File: src/rtl/seg7_pkg.sv
// Shared types and constants for the multiplexed 7-segment driver.
// Segment vectors are active-low, bit6 = a ... bit0 = g.
package seg7_pkg;

  typedef logic [6:0] seg_t;

  localparam seg_t SEG_BLANK = 7'b1111111;

  localparam seg_t HEX_SEG [16] = '{
    7'b0000001, 7'b1001111, 7'b0010010, 7'b0000110,
    7'b1001100, 7'b0100100, 7'b0100000, 7'b0001111,
    7'b0000000, 7'b0001100, 7'b0001000, 7'b1100000,
    7'b0110001, 7'b1000010, 7'b0110000, 7'b0111000
  };

endpackage

File: src/rtl/seg7_hex_decode.sv
// Combinational hex nibble to active-low 7-segment code lookup.
module seg7_hex_decode
  import seg7_pkg::*;
(
  input  logic [3:0] nibble,
  output seg_t       seg
);

  assign seg = HEX_SEG[nibble];

endmodule

File: src/rtl/seg7_scan_driver.sv
// Time-multiplexed NDIGITS x 7-segment driver with frame-synchronous double buffering.
// Optional per-digit blinking is compiled in with `define SEG7_BLINK_EN.
module seg7_scan_driver
  import seg7_pkg::*;
#(
  parameter int NDIGITS      = 8,
  parameter int SCAN_DIV     = 50000,
  parameter int BLINK_FRAMES = 64
) (
  input  logic                 clk,
  input  logic                 rst_n,
  input  logic                 load,
  input  logic [4*NDIGITS-1:0] data,
  input  logic [NDIGITS-1:0]   dig_en,
  input  logic                 lzb,
`ifdef SEG7_BLINK_EN
  input  logic [NDIGITS-1:0]   blink,
`endif
  output logic                 ack,
  output seg_t                 seg,
  output logic [NDIGITS-1:0]   an,
  output logic                 frame_tick
);

  localparam int IW = (NDIGITS > 1) ? $clog2(NDIGITS) : 1;
  localparam int PW = $clog2(SCAN_DIV);
  localparam logic [IW-1:0] LAST_IDX = IW'(NDIGITS - 1);
  localparam logic [PW-1:0] LAST_CNT = PW'(SCAN_DIV - 1);

  if (NDIGITS < 1 || NDIGITS > 16 || SCAN_DIV < 2 || BLINK_FRAMES < 1) begin : g_param_check
    $error("seg7_scan_driver: parameter out of range");
  end

  logic [PW-1:0]            cnt;
  logic [IW-1:0]            idx;
  logic [NDIGITS-1:0][3:0]  stage;
  logic [NDIGITS-1:0][3:0]  disp;
  logic                     pending;
  logic                     slot_end;
  logic                     wrap;
  logic [NDIGITS-1:0]       lead_zero;
  logic [NDIGITS-1:0]       blink_hide;
  logic [NDIGITS-1:0]       sel;
  logic [3:0]               nibble;
  logic                     hide;
  seg_t                     code;

  assign slot_end = (cnt == LAST_CNT);
  assign wrap     = slot_end && (idx == LAST_IDX);

  // Scan timing: prescaler, digit index and frame pulse.
  always_ff @(posedge clk or negedge rst_n) begin
    if (!rst_n) begin
      cnt        <= '0;
      idx        <= '0;
      frame_tick <= 1'b0;
    end else begin
      frame_tick <= wrap;
      if (slot_end) begin
        cnt <= '0;
        idx <= (idx == LAST_IDX) ? '0 : idx + 1'b1;
      end else begin
        cnt <= cnt + 1'b1;
      end
    end
  end

  // NOTE: the buffers are plain registers with a defined reset value, so the
  // first frame after reset shows zeros rather than whatever powered up.
  always_ff @(posedge clk or negedge rst_n) begin
    if (!rst_n) begin
      stage   <= '0;
      disp    <= '0;
      pending <= 1'b0;
      ack     <= 1'b0;
    end else begin
      ack <= wrap && pending;
      // NOTE: non-blocking updates mean disp receives the pre-edge stage value
      // even when a new load is captured on the same wrap edge.
      if (wrap && pending) disp <= stage;
      if (load) begin
        stage   <= data;
        pending <= 1'b1;
      end else if (wrap) begin
        pending <= 1'b0;
      end
    end
  end

`ifdef SEG7_BLINK_EN
  localparam int FW = (BLINK_FRAMES > 1) ? $clog2(BLINK_FRAMES) : 1;
  localparam logic [FW-1:0] LAST_FRAME = FW'(BLINK_FRAMES - 1);

  logic [FW-1:0] frame_cnt;
  logic          blink_on;

  always_ff @(posedge clk or negedge rst_n) begin
    if (!rst_n) begin
      frame_cnt <= '0;
      blink_on  <= 1'b1;
    end else if (wrap) begin
      if (frame_cnt == LAST_FRAME) begin
        frame_cnt <= '0;
        blink_on  <= !blink_on;
      end else begin
        frame_cnt <= frame_cnt + 1'b1;
      end
    end
  end

  assign blink_hide = blink_on ? '0 : blink;
`else
  assign blink_hide = '0;
`endif

  // NOTE: every always_comb output gets a default first, so no path leaves a
  // variable unassigned and no latch is inferred; the blocking running AND
  // walks from the top digit downwards.
  always_comb begin
    logic all_zero;
    lead_zero = '0;
    sel       = '0;
    all_zero  = 1'b1;
    for (int i = NDIGITS - 1; i >= 0; i--) begin
      all_zero     = all_zero && (disp[i] == 4'h0);
      lead_zero[i] = all_zero;
    end
    sel[idx] = 1'b1;
    nibble   = disp[idx];
    hide     = !dig_en[idx]
            || (lzb && (idx != '0) && lead_zero[idx])
            || blink_hide[idx];
  end

  seg7_hex_decode u_decode (
    .nibble (nibble),
    .seg    (code)
  );

  // Registered pin drivers; an enabled but blanked digit still has its an low.
  always_ff @(posedge clk or negedge rst_n) begin
    if (!rst_n) begin
      seg <= SEG_BLANK;
      an  <= '1;
    end else begin
      seg <= hide ? SEG_BLANK : code;
      an  <= dig_en[idx] ? ~sel : '1;
    end
  end

endmodule

File: config.mk
export PLATFORM = sky130hd
export DESIGN_NAME = seg7_scan_driver
export DESIGN_NICKNAME = d
export VERILOG_FILES = /design/src/rtl/seg7_pkg.sv /design/src/rtl/seg7_hex_decode.sv /design/src/rtl/seg7_scan_driver.sv
export SDC_FILE = /design/constraint.sdc
export NUM_CORES = 1
export LEC_CHECK = 0
export ABC_AREA = 1
export CAP_MARGIN = 5
export CORE_MARGIN = 5
export CORE_UTILIZATION = 50
export CTS_CLUSTER_SIZE = 20
export DETAILED_ROUTE_END_ITERATION = 8
export GPL_TIMING_DRIVEN = 0
export PLACE_DENSITY_LB_ADDON = 0.1
export SYNTH_ARGS = -nofsm -noshare
export SYNTH_HDL_FRONTEND = slang
export SYNTH_SLANG_ARGS = --single-unit
File: constraint.sdc
create_clock -name clk -period 4 [get_ports clk]
set_input_delay 1.2 -clock clk [delete_from_list [all_inputs] [get_ports clk]]
set_output_delay 1.2 -clock clk [all_outputs]
set_load 0.005 [all_outputs]
==> flow_summary_export.csv <==
group,metric,value,unit
run_status,status,"finished clean",
global_route,grt_use_met2,30.5,%
synthesis,synth_compound_area_share,10.4,%
finish,final_util,60.9,%
drt,routedWlPerCell,12.5,um
worst_setup_path,r2r_start,"idx[0]",
power,seqPwrFrac,58.3,%
synthesis,synth_top_family_by_area,"simple AND/OR/NAND/NOR gates",
drt,antenna_left,0,
synthesis,syn_area,4920,um^2
global_route,grt_use_met1,24.9,%
worst_setup_path,cp_top_family,"flip-flops",
worst_setup_path,worstPathArrival,1400,ps
die,die-area,11900,um^2
global_route,grt_max_degree,73,
drt,vias,3932,
timing,period_share,64.9,%
timing,finalSetupTns,0,ps
clock_tree,cts_max_level,3,
timing,timing.fmax,385,MHz
clock_tree,clk_pin_slew,100,ps
timing,maxSlewViolCount,0,
synthesis,synth.distinct_cells,27,
power,p_int,1.37,mW
worst_setup_path,crit_buf_inv,1,
min_path,hp-class,"reg -> reg",
timing,slew_headroom,59.9,%
worst_setup_path,start_kind,"flop",
drt,avgViaCountPerCell,4.84,
drt,totalWireLength,10200,um
synthesis,synthSimpleGateAreaFrac,25.7,%
min_path,whs_endpoint,"cnt[0]",
synthesis,yosysMostFrequentCell,"nand2_1",
power,p_comb_share,7.1,%
synthesis,yosysWarnings,0,
global_route,grt_pass1_vias,3844,
drt,route.detailed.drc,0,
worst_setup_path,crit_chain,"clkdlybuf4s50_1",
min_path,min_from,"cnt[0]",
synthesis,avgSynthCellArea,8.15,um^2
global_route,grt_use_total,18.6,%
worst_setup_path,cpPeakStageDelay,540,ps
worst_setup_path,cpMaxStageDelayCell,"dfstp_2",
placed_design,io_buffers,59,
power,switching_share,24.7,%
placed_design,dp_hpwl,7760,um
worst_setup_path,crit_required,2800,ps
synthesis,ys_ff_latch,101,
drt,drtIter0Drc,181,
worst_setup_path,rrSetupSlack,1860,ps
finish,antenna_cells,0,
die,fp.dieW,109,um
worst_setup_path,crit_fanout,1,
global_route,grt_pass1_wl,17600,um
power,power_density,309,nW/um^2
worst_setup_path,rr_endpoint,"seg[5]",
die,die-height,109,um
clock_tree,cts_setup_buffers,0,
power,leakagePower,2.91,nW
synthesis,synth_edf_count,0,
die,start_util,50.8,%
die,core_area,9680,um^2
min_path,whs_path_depth,1,
timing,setup_viol,0,
worst_setup_path,critical_path.endpoint_type,"primary output",
timing,rsz0062_at_grt,"false",
finish,area_growth,19.8,%
synthesis,synth_common_cells,"nand2_1 (209), dfrtp_1 (86), inv_1 (75)",
die,pin_count,61,
finish,drive_above_1_share,11.9,%
synthesis,synthArstFlopShare,100,%
worst_setup_path,critPathKind,"reg -> out",
die,rows,36,
global_route,gr-usage-met3,4.03,%
synthesis,synth_mux_area_share,0,%
clock_tree,cts_made_buffers,9,
clock_tree,cts.repair.resized,0,
clock_tree,cts_buffer_depth,2,
power,clockPowerShare,34.6,%
synthesis,synth_top_area_share,43.7,%
clock_tree,clkLatencyLatePin,370,ps
synthesis,synth_area_leaders,"dfrtp_1 (44%), nand2_1 (16%), dfstp_2 (8.0%)",
clock_tree,cts_tree,"built",
global_route,grt_antenna_before_repair,0,
synthesis,ys_seq_area_share,51.7,%
synthesis,yosys.area_share.adder,2.54,%
drt,dr.pass1.iters,5,
synthesis,yosysTopAreaCell,"dfrtp_1",
power,p_switching,0.451,mW
timing,period_needed,2600,ps
finish,final_net_count,729,
synthesis,synth_nets,658,
placed_design,place.gp.congestion,0.861,
timing,clock_skew,14.7,ps
global_route,grt_busiest_layer,"met2",
worst_setup_path,r2r_cells,14,
power,irDropWorstVdd,0.192,mV
flow_run,max_cap_viol_count,0,
timing,worst_pin_slew,602,ps
synthesis,yosys.area_share.xor_xnor,0.712,%
synthesis,synth_ff_type,"dfrtp_1",
clock_tree,clock_sinks,101,
global_route,grt_overflow_total,0,
clock_tree,clock-root-buffer,"clkbuf_8",
timing,hold_viol,0,
clock_tree,cts_hold_buf,0,
synthesis,synthesis.instances,604,
[stage by stage]
stage	instance area [um^2]	power, mW	instances	setup WS, ps	hold slack (ps)
6_report	5900	1.82	813	1400	463
5_1_grt	5900	1.90	813	1360	492
4_1_cts	5900	1.84	813	1380	471
3_5_place_dp	5700	1.22	797	1510	458
3_3_place_gp	5680	1.21	796	-1870	447
2_1_floorplan	4920	1.13	604	2090	433
[power by group through the flow]
stage               clock [mW]  sequential [mW]  combinational (mW)
finish                   0.630             1.06               0.129
floorplan                    0             1.08              0.0459
global route             0.689             1.07               0.149
global placement             0             1.08               0.126
CTS                      0.647             1.06               0.134
detailed placement           0             1.08               0.133
[worst max-delay path by stage]
stage	end	cells after the start	slack (ps)	startpoint
after floorplan	pending	3	2090	load
after global placement	stage[20]	1	-1870	rst_n
after detailed placement	seg[2]	7	1510	dig_en[6]
after CTS	seg[2]	1	1380	seg[2]
after global routing	an[0]	1	1360	an[0]
final	seg[2]	1	1400	seg[2]
[cells by family after synthesis]
kind of cell	after synthesis
and+or+nand+nor	305
DFF	101
buffers and inverters	100
AOI/OAI and AO/OA	84
adders and majority gates	10
xor gates and xnor gates	4
[final cells by class]
class	count	area [um^2]
fillers	883	3790
flip-flops and latches	101	2550
multi-input cells	403	1940
repair buffers	60	616
inverters	77	289
well taps	133	166
plain buffers	23	150
clock buffers	10	138
clock inverters	6	56.3
[flip-flops by register name, indices dropped and copies added, names as in the netlist]
| signal | cells |
|---|---|
| disp | 32 |
| stage | 32 |
| cnt | 16 |
| an | 8 |
| seg | 7 |
| idx | 3 |
| ack | 1 |
| frame_tick | 1 |
| pending | 1 |
[layer usage]
metal	share of wire [%]	wire, um
met1	46	4690
met2	47	4780
met3	5.6	569
met4	1.3	130
met5	0	0
[placed cells by master (no fill, tap or decap)]
master           count
a21oi_1              3
buf_16               1
buf_2                6
buf_4                4
buf_6                6
clkbuf_1             8
clkbuf_8            10
clkdlybuf4s50_1     58
clkinv_4             3
clkinvlp_4           1
dfrtp_1             86
dfstp_2             15
ha_1                10
inv_1               75
inv_2                2
inv_8                2
nand2_1            209
nand2_2              4
nand3_1             22
nand4_1              2
nor2_1              45
nor2_4               2
nor3_1              13
nor3_2               1
nor3b_1              5
nor4_1               1
nor4_4               1
o211ai_1             1
o21ai_0             47
o21ai_1              9
o21ai_2             23
o21bai_1             1
xor2_1               4
Note: power is estimated with default switching activity, not from simulation.
